## src/rtl/mult_div_unit.sv

```systemverilog
// Iterative multiply/divide unit with HI/LO result registers.
// Multiplies by shift-add and divides by restoring shift-subtract, one step per cycle.
// Both work on operand magnitudes; the signs are fixed up when the results are written.
module mult_div_unit (
    input  logic        clock,
    input  logic        reset,
    input  logic        start,
    input  logic [1:0]  op,
    input  logic [31:0] rsData,
    input  logic [31:0] rtData,
    input  logic        mthi,
    input  logic        mtlo,
    output logic        busy,
    output logic        done,
    output logic [31:0] hi,
    output logic [31:0] lo
);

    typedef enum logic [1:0] {StIdle, StRun, StDone} state_e;

    state_e      state_q;
    logic [5:0]  count_q;
    logic        is_div_q;
    logic        neg_q;       // quotient/product must be negated
    logic        neg_rem_q;   // dividend was negative, so the remainder takes its sign
    logic [31:0] b_q;         // multiplicand or divisor magnitude
    logic [31:0] work_hi_q;   // partial product upper half, or partial remainder
    logic [31:0] work_lo_q;   // multiplier bits, or dividend bits turning into quotient
    logic [31:0] hi_q;
    logic [31:0] lo_q;
    logic        busy_q;
    logic        done_q;

    // Operand decode at latch time
    logic        is_signed;
    logic        a_neg;
    logic        b_neg;
    logic [31:0] a_mag;
    logic [31:0] b_mag;
    logic        div_by_zero;

    always_comb begin
        is_signed   = ~op[0];
        a_neg       = is_signed & rsData[31];
        b_neg       = is_signed & rtData[31];
        a_mag       = a_neg ? (~rsData + 32'd1) : rsData;
        b_mag       = b_neg ? (~rtData + 32'd1) : rtData;
        div_by_zero = op[1] & (rtData == 32'd0);
    end

    // One iteration step and the sign-corrected final result
    logic [32:0] add_sum;
    logic [32:0] mul_acc;
    logic [31:0] mul_hi;
    logic [31:0] mul_lo;
    logic [32:0] shifted;
    logic [32:0] diff;
    logic [31:0] div_rem;
    logic        q_bit;
    logic [31:0] step_hi;
    logic [31:0] step_lo;
    logic [63:0] prod;
    logic [63:0] prod_fix;
    logic [31:0] final_hi;
    logic [31:0] final_lo;

    always_comb begin
        add_sum  = {1'b0, work_hi_q} + {1'b0, b_q};
        mul_acc  = work_lo_q[0] ? add_sum : {1'b0, work_hi_q};
        mul_hi   = mul_acc[32:1];
        mul_lo   = {mul_acc[0], work_lo_q[31:1]};

        shifted  = {work_hi_q, work_lo_q[31]};
        diff     = shifted - {1'b0, b_q};
        // Remainder stays below the divisor, so bit 32 of diff is a clean borrow flag.
        q_bit    = ~diff[32];
        div_rem  = q_bit ? diff[31:0] : shifted[31:0];

        step_hi  = is_div_q ? div_rem : mul_hi;
        step_lo  = is_div_q ? {work_lo_q[30:0], q_bit} : mul_lo;

        prod     = {step_hi, step_lo};
        prod_fix = neg_q ? (~prod + 64'd1) : prod;

        if (is_div_q) begin
            final_lo = neg_q ? (~step_lo + 32'd1) : step_lo;
            final_hi = neg_rem_q ? (~step_hi + 32'd1) : step_hi;
        end else begin
            final_hi = prod_fix[63:32];
            final_lo = prod_fix[31:0];
        end
    end

    // Control FSM with datapath and registered status outputs
    always_ff @(posedge clock) begin
        if (reset) begin
            state_q   <= StIdle;
            count_q   <= 6'd0;
            is_div_q  <= 1'b0;
            neg_q     <= 1'b0;
            neg_rem_q <= 1'b0;
            b_q       <= 32'd0;
            work_hi_q <= 32'd0;
            work_lo_q <= 32'd0;
            hi_q      <= 32'd0;
            lo_q      <= 32'd0;
            busy_q    <= 1'b0;
            done_q    <= 1'b0;
        end else begin
            case (state_q)
                StIdle: begin
                    if (start) begin
                        is_div_q  <= op[1];
                        neg_q     <= a_neg ^ b_neg;
                        neg_rem_q <= a_neg;
                        b_q       <= b_mag;
                        work_hi_q <= 32'd0;
                        work_lo_q <= a_mag;
                        if (div_by_zero) begin
                            // No iteration: results are defined directly from the operands.
                            hi_q    <= rsData;
                            lo_q    <= 32'hFFFF_FFFF;
                            state_q <= StDone;
                            done_q  <= 1'b1;
                        end else begin
                            count_q <= 6'd32;
                            state_q <= StRun;
                            busy_q  <= 1'b1;
                        end
                    end else begin
                        if (mthi) hi_q <= rsData;
                        if (mtlo) lo_q <= rsData;
                    end
                end
                StRun: begin
                    work_hi_q <= step_hi;
                    work_lo_q <= step_lo;
                    count_q   <= count_q - 6'd1;
                    if (count_q == 6'd1) begin
                        hi_q    <= final_hi;
                        lo_q    <= final_lo;
                        state_q <= StDone;
                        busy_q  <= 1'b0;
                        done_q  <= 1'b1;
                    end
                end
                StDone: begin
                    state_q <= StIdle;
                    done_q  <= 1'b0;
                end
                default: begin
                    state_q <= StIdle;
                    busy_q  <= 1'b0;
                    done_q  <= 1'b0;
                end
            endcase
        end
    end

    assign busy = busy_q;
    assign done = done_q;
    assign hi   = hi_q;
    assign lo   = lo_q;

endmodule

```

## config.mk

```make
export PLATFORM = sky130hd
export DESIGN_NAME = mult_div_unit
export DESIGN_NICKNAME = d
export VERILOG_FILES = /design/src/rtl/mult_div_unit.sv
export SDC_FILE = /design/constraint.sdc
export NUM_CORES = 1
export LEC_CHECK = 0
export BUFFER_PORTS_ARGS = -buffer_cell sky130_fd_sc_hd__clkbuf_2
export CAP_MARGIN = 0
export CORE_ASPECT_RATIO = 1.2
export CORE_MARGIN = 3
export CORE_UTILIZATION = 45
export CTS_BUF_LIST = sky130_fd_sc_hd__clkbuf_8
export CTS_CLUSTER_DIAMETER = 60
export DETAILED_ROUTE_END_ITERATION = 12
export PLACE_DENSITY = 0.67
export SYNTH_ARGS = -nofsm -noshare
export SYNTH_HDL_FRONTEND = slang
export SYNTH_SLANG_ARGS = --single-unit
```

## constraint.sdc

```tcl
create_clock -name clock -period 16.6 [get_ports clock]
set_clock_uncertainty 0.2 [all_clocks]
set_input_delay 0.83 -clock clock [delete_from_list [all_inputs] [get_ports clock]]
set_output_delay 0.83 -clock clock [all_outputs]
set_load 0.01 [all_outputs]
```

==> impl_metrics.env <==
export IMPL_drtIter0Drc=1727
export IMPL_hpwlAfterDp_um=45100
export IMPL_tightest_slew_ns=1.01
export IMPL_area_delta_synth_final_pct=8.41
export IMPL_synth_top_cell_by_area="dfxtp_1"
export IMPL_max_freq_ghz=0.166
export IMPL_n_antenna_cell=0
export IMPL_root_buffer="clkbuf_8"
export IMPL_path_clk_slew_ns=0.10
export IMPL_start_kind="register"
export IMPL_ys_seq_area_share_pct=22.1
export IMPL_port_buffers=136
export IMPL_final_min_clock_period_ns=6.01
export IMPL_hp_class="reg -> reg"
export IMPL_ys_types=107
export IMPL_critPathTopFamily="compound AO/OA/AOI/OAI gates"
export IMPL_crit_chain="inv_1, ha_1, inv_1, fa_1, a21o_1, a221oi_4, o211ai_4, o2111a_2, nor3_4, buf_4, nor3_1, a21oi_1, ha_1, nand2_1, or2_2, nand2b_1, nand2b_1, a21oi_1, o211ai_1, a2111oi_2, mux2i_1, a221oi_2, o21ai_1"
export IMPL_synth_nets=2317
export IMPL_wirelength_um=58300
export IMPL_p_per_area_nw_per_um2=92.3
export IMPL_row_count=74
export IMPL_grt_max_degree=86
export IMPL_clk_path_buf_depth=2
export IMPL_clk_latency_ns=0.52
export IMPL_async_reset_ff_share_pct=0
export IMPL_post_cts_buffers=0
export IMPL_slew_headroom_pct=32.5
export IMPL_required_ns=16.86
export IMPL_grt_first_pass_wirelength_um=89500
export IMPL_cts_buffers=17
export IMPL_core_area_um2=34200
export IMPL_hold_viol_final=0
export IMPL_syn_avg_cell_area_um2=7.20
export IMPL_rsz0062_at_grt="false"
export IMPL_maxSlewViolCount=0
export IMPL_crit_arrival_ns=6.27
export IMPL_tns_ns=0
export IMPL_synthMostInstantiatedCell="nor2_1"
export IMPL_crit_buf_inv=3
export IMPL_syn_cell_area_um2=15700
export IMPL_p_leak_nw=6.69
export IMPL_fin_nets=2359
export IMPL_antenna_found_initial=1
export IMPL_synth_commonest_cells="268 x nor2_1, 222 x nand2_1, 189 x a21oi_1"
export IMPL_ir_drop_uv=48.3
export IMPL_syn_instance_count=2174
export IMPL_fin_crit_sh_pct=36.2
export IMPL_htree_num_levels=4
export IMPL_drc_errors=0
export IMPL_yosys_warnings=0
export IMPL_drive_above_1_share_pct=12.2
export IMPL_maxCapViolations=0
export IMPL_critPathCaptureType="register"
export IMPL_path_class="reg -> reg"
export IMPL_design_die_area_um2=37100
export IMPL_grt_pass1_vias=15400
export IMPL_synth_edf_count=0
export IMPL_dieWidth_um=176
export IMPL_cts_hold_buf=0
export IMPL_drt_first_pass_iters=5
export IMPL_boundaryPins=137
export IMPL_cts_sinks=173
export IMPL_vias_per_cell=6.27
export IMPL_setup_violations_final=0
export IMPL_cts_tree="yes"
export IMPL_ys_ff_latch=173
export IMPL_yosysTopAreaCellShare_pct=22.1
export IMPL_setup_slack_ns=10.59
export IMPL_fillers=3480
export IMPL_place_congestion=1.02
export IMPL_route_antenna_remaining_nets=0
export IMPL_overflow=0
export IMPL_die_h_um=210
export IMPL_max_stage_delay_ns=0.44
export IMPL_dp_slack_ns=10.75
export IMPL_grtUsageTotal_pct=30.6
export IMPL_dr_total_vias=16800
export IMPL_status="finished, final reports clean"
export IMPL_cpMaxStageDelayCell="fa_1"
export IMPL_synth_flop_cell="dfxtp_1"
export IMPL_initial_core_util_pct=45.8
export IMPL_routedWlPerCell_um=21.7
export IMPL_cp_max_fo=27
export IMPL_synth_area_top_cells="dfxtp_1 22%, nor2_1 6.4%, a21oi_1 6.0%"
export IMPL_cts_resized=0
==> metal layers <==
layer | vias up | routed length (um) | GRT usage (%) | part of all wire (%)
li1 | 8054 | - | - | -
met1 | 7887 | 24200 | 39.2 | 41
met2 | 781 | 26500 | 49.8 | 45
met3 | 113 | 4350 | 4.25 | 7.5
met4 | 2 | 3310 | 16.3 | 5.7
met5 | - | 17 | 0 | 0.029
==> path summary, 6_finish.rpt <==
kind / from / end / slack (ns) / cells past startpoint
worst max-delay path: work_lo_q[31] / hi[24] / 10.59 / 23
worst min-delay path: hi[12] / hi[12] / 0.26 / 2
worst max register to register: work_lo_q[31] / hi[24] / 10.59 / 23
worst min register to register: hi[12] / hi[12] / 0.26 / 2
==> sequential cells by signal, indices dropped and copies added (netlist names) <==
register	cells
hi	32
lo	32
state_q	2
b_q	32
neg_rem_q	1
done	1
is_div_q	1
busy	1
work_lo_q	32
work_hi_q	32
count_q	6
neg_q	1
==> logic make-up (layout without fill, tap and decap cells) <==
group	count (synthesis)	in the layout	synth area share (%)
AND/OR/NAND/NOR	769	769	23.2
AO/OA/AOI/OAI	750	750	31.6
buffers and inverters	206	260	5.25
flip-flops	173	173	22.1
XOR/XNOR	150	150	8.39
adder cells (fa/ha/maj)	72	72	5.85
multiplexers	54	54	3.61
==> layout by cell type (no fill, tap or decap), types with 62 or more instances in the layout <==
cell type / count
xor2_1: 74
dfxtp_1: 172
nand2_1: 222
a21oi_1: 189
ha_1: 70
clkbuf_2: 135
inv_1: 67
a31oi_1: 65
nor2_1: 267
xnor2_1: 76
o21ai_0: 163
a211oi_1: 68
nor3_1: 62
==> where the power goes <==
part | switching [mW] | leakage (nW) | internal (mW) | total, mW
clock network | 0.177 | 0.210 | 0.158 | 0.335
registers | 0.0456 | 1.42 | 0.461 | 0.507
logic | 0.473 | 5.05 | 0.252 | 0.725
total | 0.696 | 6.69 | 0.871 | 1.57
==> tightest hold or removal path, delay by kind of cell (launching register included) <==
kind	cells	cell delay [ns]
AOI/OAI and AO/OA	1	0.05
DFF	1	0.32
and+or+nand+nor	1	0.05
==> area by class of cell <==
class                      instances  area (um^2)  share of cell area (%)
sequential                       173         3470                    20.4
timing repair buffer             160          863                    5.09
tap                              456          571                    3.36
multi-input combinational       1795        11400                    67.1
inverter                          69          259                    1.53
clock inverter                    12          159                   0.936
clock buffer                      19          262                    1.54
==> stage by stage <==
step	instance area (um^2)	hold slack, ns	utilization (%)	cells	power [mW]
5_1_grt	17000	0.290	49.7	2684	1.65
3_3_place_gp	16600	0.237	48.5	2653	1.22
6_report	17000	0.263	49.7	2684	1.57
4_1_cts	17000	0.267	49.7	2684	1.56
2_1_floorplan	15700	0.249	-	2174	1.01
3_5_place_dp	16600	0.255	48.5	2653	1.22
No activity file was read; power rests on OpenSTA's default activity.
